[src/rtl/serial_add_pkg.sv]
// serial_add_pkg: shared definitions for the bit-serial adder controller.
// Holds the controller state encoding used by serial_add_ctrl.
package serial_add_pkg;

  // Controller states: waiting for a request, or stepping bits through the cell.
  typedef enum logic {
    ST_IDLE = 1'b0,
    ST_RUN  = 1'b1
  } state_t;

endpackage

[src/rtl/serial_add_ctrl_fa.sv]
// FA: single-bit full-adder cell.
// Purely combinational; the serial controller reuses one instance for every bit.
module FA (
  input  logic A,
  input  logic B,
  input  logic Cin,
  output logic S,
  output logic Cout
);

  logic p;

  assign p    = A ^ B;
  assign S    = p ^ Cin;
  assign Cout = (A & B) | (Cin & p);

endmodule

[src/rtl/serial_add_ctrl.sv]
// serial_add_ctrl: bit-serial adder controller.
// Adds two WIDTH-bit operands LSB-first through one FA cell over WIDTH cycles,
// then reports sum, carry-out and signed overflow with a one-cycle done pulse.
// Optional macro SERIAL_ADD_SUB_EN adds a Sub input that turns the operation
// into A - B (B inverted, carry-in forced to 1).
module serial_add_ctrl
  import serial_add_pkg::*;
#(
  parameter int WIDTH = 8
) (
  input  logic             clk,
  input  logic             rst,
  input  logic             start,
  input  logic [WIDTH-1:0] A,
  input  logic [WIDTH-1:0] B,
  input  logic             Cin,
`ifdef SERIAL_ADD_SUB_EN
  input  logic             Sub,
`endif
  output logic             busy,
  output logic             done,
  output logic [WIDTH-1:0] S,
  output logic             Cout,
  output logic             V
);

  // Bit counter just wide enough to hold WIDTH.
  localparam int CNT_W = $clog2(WIDTH + 1);
  localparam logic [CNT_W-1:0] LAST_BIT = CNT_W'(WIDTH - 1);

  if (WIDTH < 2) begin : g_width_chk
    $error("serial_add_ctrl: WIDTH must be at least 2");
  end

  state_t           state;
  logic [WIDTH-1:0] a_sh;
  logic [WIDTH-1:0] b_sh;
  logic [WIDTH-1:0] s_sh;
  logic             carry_q;
  logic [CNT_W-1:0] cnt;

  logic [WIDTH-1:0] b_load;
  logic             c_load;
  logic             fa_s;
  logic             fa_c;
  logic [WIDTH-1:0] s_next;

  // Operand conditioning at capture time: subtraction is A + ~B + 1.
`ifdef SERIAL_ADD_SUB_EN
  assign b_load = Sub ? ~B : B;
  assign c_load = Sub | Cin;
`else
  assign b_load = B;
  assign c_load = Cin;
`endif

  // The one shared adder cell always looks at the current LSBs and carry.
  FA u_fa (
    .A    (a_sh[0]),
    .B    (b_sh[0]),
    .Cin  (carry_q),
    .S    (fa_s),
    .Cout (fa_c)
  );

  // New sum bit enters at the MSB so that after WIDTH shifts bit 0 is the LSB.
  assign s_next = {fa_s, s_sh[WIDTH-1:1]};

  // Controller FSM with registered datapath and outputs; reset discards any run.
  always_ff @(posedge clk or posedge rst) begin
    if (rst) begin
      state   <= ST_IDLE;
      busy    <= 1'b0;
      done    <= 1'b0;
      S       <= '0;
      Cout    <= 1'b0;
      V       <= 1'b0;
      cnt     <= '0;
      carry_q <= 1'b0;
      a_sh    <= '0;
      b_sh    <= '0;
      s_sh    <= '0;
    end else begin
      unique case (state)
        ST_IDLE: begin
          // done is a single-cycle pulse; a start on the done cycle is accepted.
          done <= 1'b0;
          if (start) begin
            a_sh    <= A;
            b_sh    <= b_load;
            carry_q <= c_load;
            cnt     <= '0;
            busy    <= 1'b1;
            state   <= ST_RUN;
          end
        end

        ST_RUN: begin
          // start and operand inputs are ignored here; only latched copies move.
          s_sh    <= s_next;
          a_sh    <= a_sh >> 1;
          b_sh    <= b_sh >> 1;
          carry_q <= fa_c;
          cnt     <= cnt + CNT_W'(1);
          if (cnt == LAST_BIT) begin
            // carry_q is the carry into the MSB here, fa_c the carry out of it.
            S     <= s_next;
            Cout  <= fa_c;
            V     <= carry_q ^ fa_c;
            done  <= 1'b1;
            busy  <= 1'b0;
            state <= ST_IDLE;
          end
        end

        default: begin
          state <= ST_IDLE;
          busy  <= 1'b0;
          done  <= 1'b0;
        end
      endcase
    end
  end

endmodule
[config.mk]
export PLATFORM = sky130hd
export DESIGN_NAME = serial_add_ctrl
export DESIGN_NICKNAME = d
export VERILOG_FILES = /design/src/rtl/serial_add_pkg.sv /design/src/rtl/serial_add_ctrl_fa.sv /design/src/rtl/serial_add_ctrl.sv
export SDC_FILE = /design/constraint.sdc
export NUM_CORES = 1
export LEC_CHECK = 0
export CAP_MARGIN = 25
export CORE_ASPECT_RATIO = 0.7
export CORE_MARGIN = 3
export CORE_UTILIZATION = 50
export CTS_BUF_LIST = sky130_fd_sc_hd__clkbuf_4
export CTS_CLUSTER_DIAMETER = 100
export DETAILED_ROUTE_END_ITERATION = 10
export GPL_ROUTABILITY_DRIVEN = 0
export GPL_TIMING_DRIVEN = 0
export PLACE_DENSITY = 0.77
export SYNTH_ARGS = -nofsm -noshare
export SYNTH_HDL_FRONTEND = slang
export SYNTH_HIERARCHICAL = 1
export SYNTH_SLANG_ARGS = --single-unit
[constraint.sdc]
create_clock -name clk -period 2 [get_ports clk]
set_clock_uncertainty 0.05 [all_clocks]
set_input_delay 0.2 -clock clk [delete_from_list [all_inputs] [get_ports clk]]
set_output_delay 0.2 -clock clk [all_outputs]
set_load 0.005 [all_outputs]
## After elaboration in Yosys (flattened, before gate mapping)

Cells that the tools add are included.

| cells by class | value |
|---|---|
| bitwise operators | 7 |
| reduce and logical (&&, ||, !) cells | 2 |
| add/sub/neg operators | 1 |
| equal/unequal tests | 3 |
| mux-type cells | 16 |

Operators by type and width:

| cell | number |
|---|---|
| $pmux 8 s2 | 2 |
| $mux 8 | 2 |
| $pmux 1 s2 | 4 |
| $pmux 4 s2 | 1 |
| $mux 1 | 6 |
| $add 4x1->4 const B | 1 |
| $eq 4x3->1 const B | 1 |
| $mux 4 | 1 |
| $reduce_and 2->1 | 2 |
| $xor 1x1->1 | 3 |
| $and 1x1->1 | 2 |
| $ne 2x1->1 const B | 1 |
| $ne 2x2->1 const B | 1 |
| $not 1->1 | 1 |
| $or 1x1->1 | 1 |

| word-level totals | value |
|---|---|
| output and inout bits | 12 |
| logic and storage cells | 40 |
| input bits | 20 |
| register bits | 42 |

## Logic depth before layout (Yosys ltp)

| logic depth | value |
|---|---|
| word-level depth | 4 |
| gate-level depth with buffers | 5 |
| mapped depth without buffers | 4 |

## Hierarchy

Netlist, hierarchy kept.

By module, submodules not included:

| module | area an instance (sq um) | cells an instance | times used | sequential area each (sq um) |
|---|---|---|---|---|
| serial_add_ctrl | 1,736.7 | 138 | 1 | 1,026.0 |
| FA | 20.0 | 1 | 1 | 0.0 |

## Least setup slack after synthesis

Ideal clock, no wire load.

| timing | value |
|---|---|
| path kind | flip-flop to flip-flop |
| start | register cnt[0] |
| end | register S[0] |
| cell stages (with the launch flop) | 5 |
| data arrival time | 1.204 ns |
| period minus slack after synthesis | 1.379 ns |
| slack | 0.621 ns |
| setup time | 0.125 ns |
| buffers on the path | 1 |
| required time | 1.825 ns |
| cells stage by stage | dfrtp_1 -> ha_1 -> nand4b_4 -> buf_6 -> mux2_4 |

| between the ends | value |
|---|---|
| cells in the longest elaborated chain, start to end | 2 |

RTL lines:

| what | line | RTL |
|---|---|---|
| from (decl) | serial_add_ctrl.sv:40 | `logic [CNT_W-1:0] cnt;` |
| from (signal assigned) | serial_add_ctrl.sv:104 | `cnt <= cnt + CNT_W'(1);` |
| $eq 4x3->1 | serial_add_ctrl.sv:105 | `if (cnt == LAST_BIT) begin` |
| $reduce_and 2->1 (no source line) | -- |  |
| to (signal assigned) | serial_add_ctrl.sv:107 | `S <= s_next;` |
| to (decl) | serial_add_ctrl.sv:22 | `output logic [WIDTH-1:0] S,` |

No other way between the ends.
A chain may end at the register's enable or synchronous reset.

## Worst setup path after layout

| timing | value |
|---|---|
| start | register cnt[0] |
| end | register S[4] |

The elaborated chain is that of the path after synthesis.

==> impl_metrics.json <==
{
  "slowest_stage": "dfrtp_1",
  "crit_path_end_kind": "flip-flop",
  "ctsHoldBuffers": 0,
  "portBuffers": 31,
  "coreArea_mm2": 0.00325,
  "maxSlewViolCount": 0,
  "cts_max_level": 2,
  "cts_tree": "built",
  "path_clk_slew_ps": 110,
  "powerDensity_mw_per_mm2": 1340,
  "p_leak_nw": 1.05,
  "cts.sink_count": 41,
  "fp.dieW_um": 76.8,
  "num_rows": 17,
  "max_stage_delay_ps": 420,
  "drt-total-wl_um": 3380,
  "post_cts_buffers": 0,
  "cap_viol_max_count": 0,
  "drc": 0,
  "ant_nets": 0,
  "syn-num-nets": 161,
  "cts_root_buffer": "clkbuf_4",
  "holdWs_ps": 275,
  "syn_area_mm2": 0.00176,
  "drive_gt1_share_pct": 18.5,
  "clk_latency_ps": 340,
  "wl_per_cell_um": 15.0,
  "drt_iter0_markers": 55,
  "grt_pass1_vias": 1202,
  "grt_start_max_net_pins": 42,
  "viasPerCell": 5.08,
  "drt-pass1-iter-count": 4,
  "syn2layout_area_growth_pct": 24.4,
  "overflow": 0,
  "syn_inst": 139,
  "post-route-period-util_pct": 74.7,
  "finalSetupViolCount": 0,
  "period_minus_slack_ps": 1490,
  "layout.cells.most_common_list": "41 x dfrtp_1, 31 x clkdlybuf4s50_1, 22 x nand2_1",
  "fp.dieH_um": 55.6,
  "start_util_pct": 54.0,
  "syn-mean-instance-area_um2": 12.6,
  "pin_count": 32,
  "hp-class": "input pin to async pin",
  "hold_violations": 0,
  "vias": 1144,
  "mostFrequentLayoutCell": "dfrtp_1",
  "slew_headroom_pct": 46.6,
  "antenna_found_initial": 0,
  "setup_tns_ps": 0,
  "synth_seq_area_share_pct": 58.4,
  "worstSetupPathType": "flip-flop to flip-flop",
  "numCtsBuffers": 5,
  "rsz0062_at_grt": "false",
  "synth.distinct_cells": 20,
  "status": "finished, final reports clean",
  "crit_path_max_fanout": 10,
  "worstPathCellList": "ha_1, nand4b_4, buf_6, mux2_4",
  "diodes": 0,
  "fin_nets": 199,
  "die-area_mm2": 0.00427,
  "ir_drop_uv": 776,
  "timing.fmax_mhz": 669,
  "critPathLaunchType": "flip-flop",
  "cts_buffer_depth": 2,
  "synth_seq_cells": 41,
  "track_usage_pct": 18.0,
  "ys_warn_count": 6,
  "worst_pin_slew_ps": 800,
  "arrival_ps": 1680,
  "critPathRequiredTime_ps": 2180,
  "dp_hpwl_um": 2420,
  "grt_pass1_wl_um": 5940,
  "cts_resized": 0
}
cells by family (layout without fill, tap and decap cells):
kind of cell,count (synthesis),after routing,share of synthesized area (%)
compound gates,20,20,5.84
mux,34,34,21.6
xor+xnor,2,2,0.997
buf+inv,9,48,2.78
fa+ha+maj,2,2,1.85
simple gates,31,31,8.55
flops,41,41,58.4
final timing paths:
check	from	to	slack (ps)	cells after the start
min in group clk	A[7]	a_sh[7]$_DFFE_PP0P_	420	3
setup / recovery	cnt[0]$_DFFE_PP0P_	S[4]$_DFFE_PP0P_	510	4
hold reg to reg	V$_DFFE_PP0P_	V$_DFFE_PP0P_	440	2
setup reg to reg	cnt[0]$_DFFE_PP0P_	S[4]$_DFFE_PP0P_	510	4
max in group asynchronous	rst	state$_DFF_PP0_	1120	2
hold / removal	rst	S[0]$_DFFE_PP0P_	280	2
power breakdown:
part	internal (mW)	switching (mW)	total, mW
clock	0.181	0.238	0.419
sequential	1.17	0.227	1.39
combinational	0.633	0.477	1.11
worst max-delay path, delay by kind of cell, from the launching register on:
kind / cells / cell delay, ps
buffers and inverters: 1 / 180
and+or+nand+nor: 1 / 150
adders and majority gates: 1 / 270
muxes: 1 / 310
DFF: 1 / 420
registers in the layout (all words and copies together) (netlist names):
register	cells
done	1
V	1
S	8
state	1
Cout	1
b_sh	8
cnt	4
s_sh	7
a_sh	8
busy	1
carry_q	1
per-stage QoR:
step	cell area [um2]	instances	total power [mW]	setup WS (ps)	utilization (%)
2_1_floorplan	1760	139	2.09	621	-
3_3_place_gp	2130	217	2.46	29.4	65.3
3_5_place_dp	2130	217	2.52	421	65.3
4_1_cts	2190	225	2.96	495	67.2
5_1_grt	2190	225	3.16	420	67.2
6_report	2190	225	2.92	506	67.2
synthesized netlist by cell type:
cell | count | area share [%]
xnor2_1 | 1 | 0.50
nand4b_4 | 1 | 1.4
nand4_1 | 1 | 0.36
nand2_1 | 22 | 4.7
nor2_1 | 2 | 0.43
clkbuf_1 | 1 | 0.21
mux2_2 | 11 | 7.1
dfrtp_1 | 41 | 58
nand3_1 | 1 | 0.28
nand2b_1 | 4 | 1.4
o21a_1 | 1 | 0.43
ha_1 | 1 | 0.71
mux2_4 | 5 | 4.3
xor2_1 | 1 | 0.50
buf_6 | 1 | 0.64
o21ai_0 | 19 | 5.4
buf_2 | 6 | 1.7
mux2i_1 | 18 | 10
fa_1 | 1 | 1.1
inv_1 | 1 | 0.21
routing by layer:
layer  global-route usage [%]  part of all wire (%)  vias up
met3                     4.37                   3.5        7
met2                     28.2                    48       19
met1                     24.4                    47      565
met5                        0                     0        -
li1                         -                     -      553
met4                     6.98                   1.7        0
layout make-up:
class                      instances  area [um2]
fill                             253        1070
sequential                        41        1030
multi-input combinational         89         682
timing repair buffer              31         310
clock buffer                       8        60.1
tap                               47        58.8
buffer                             8        45.0
inverter                           1        3.75
Power figures use the tool's default switching activity.
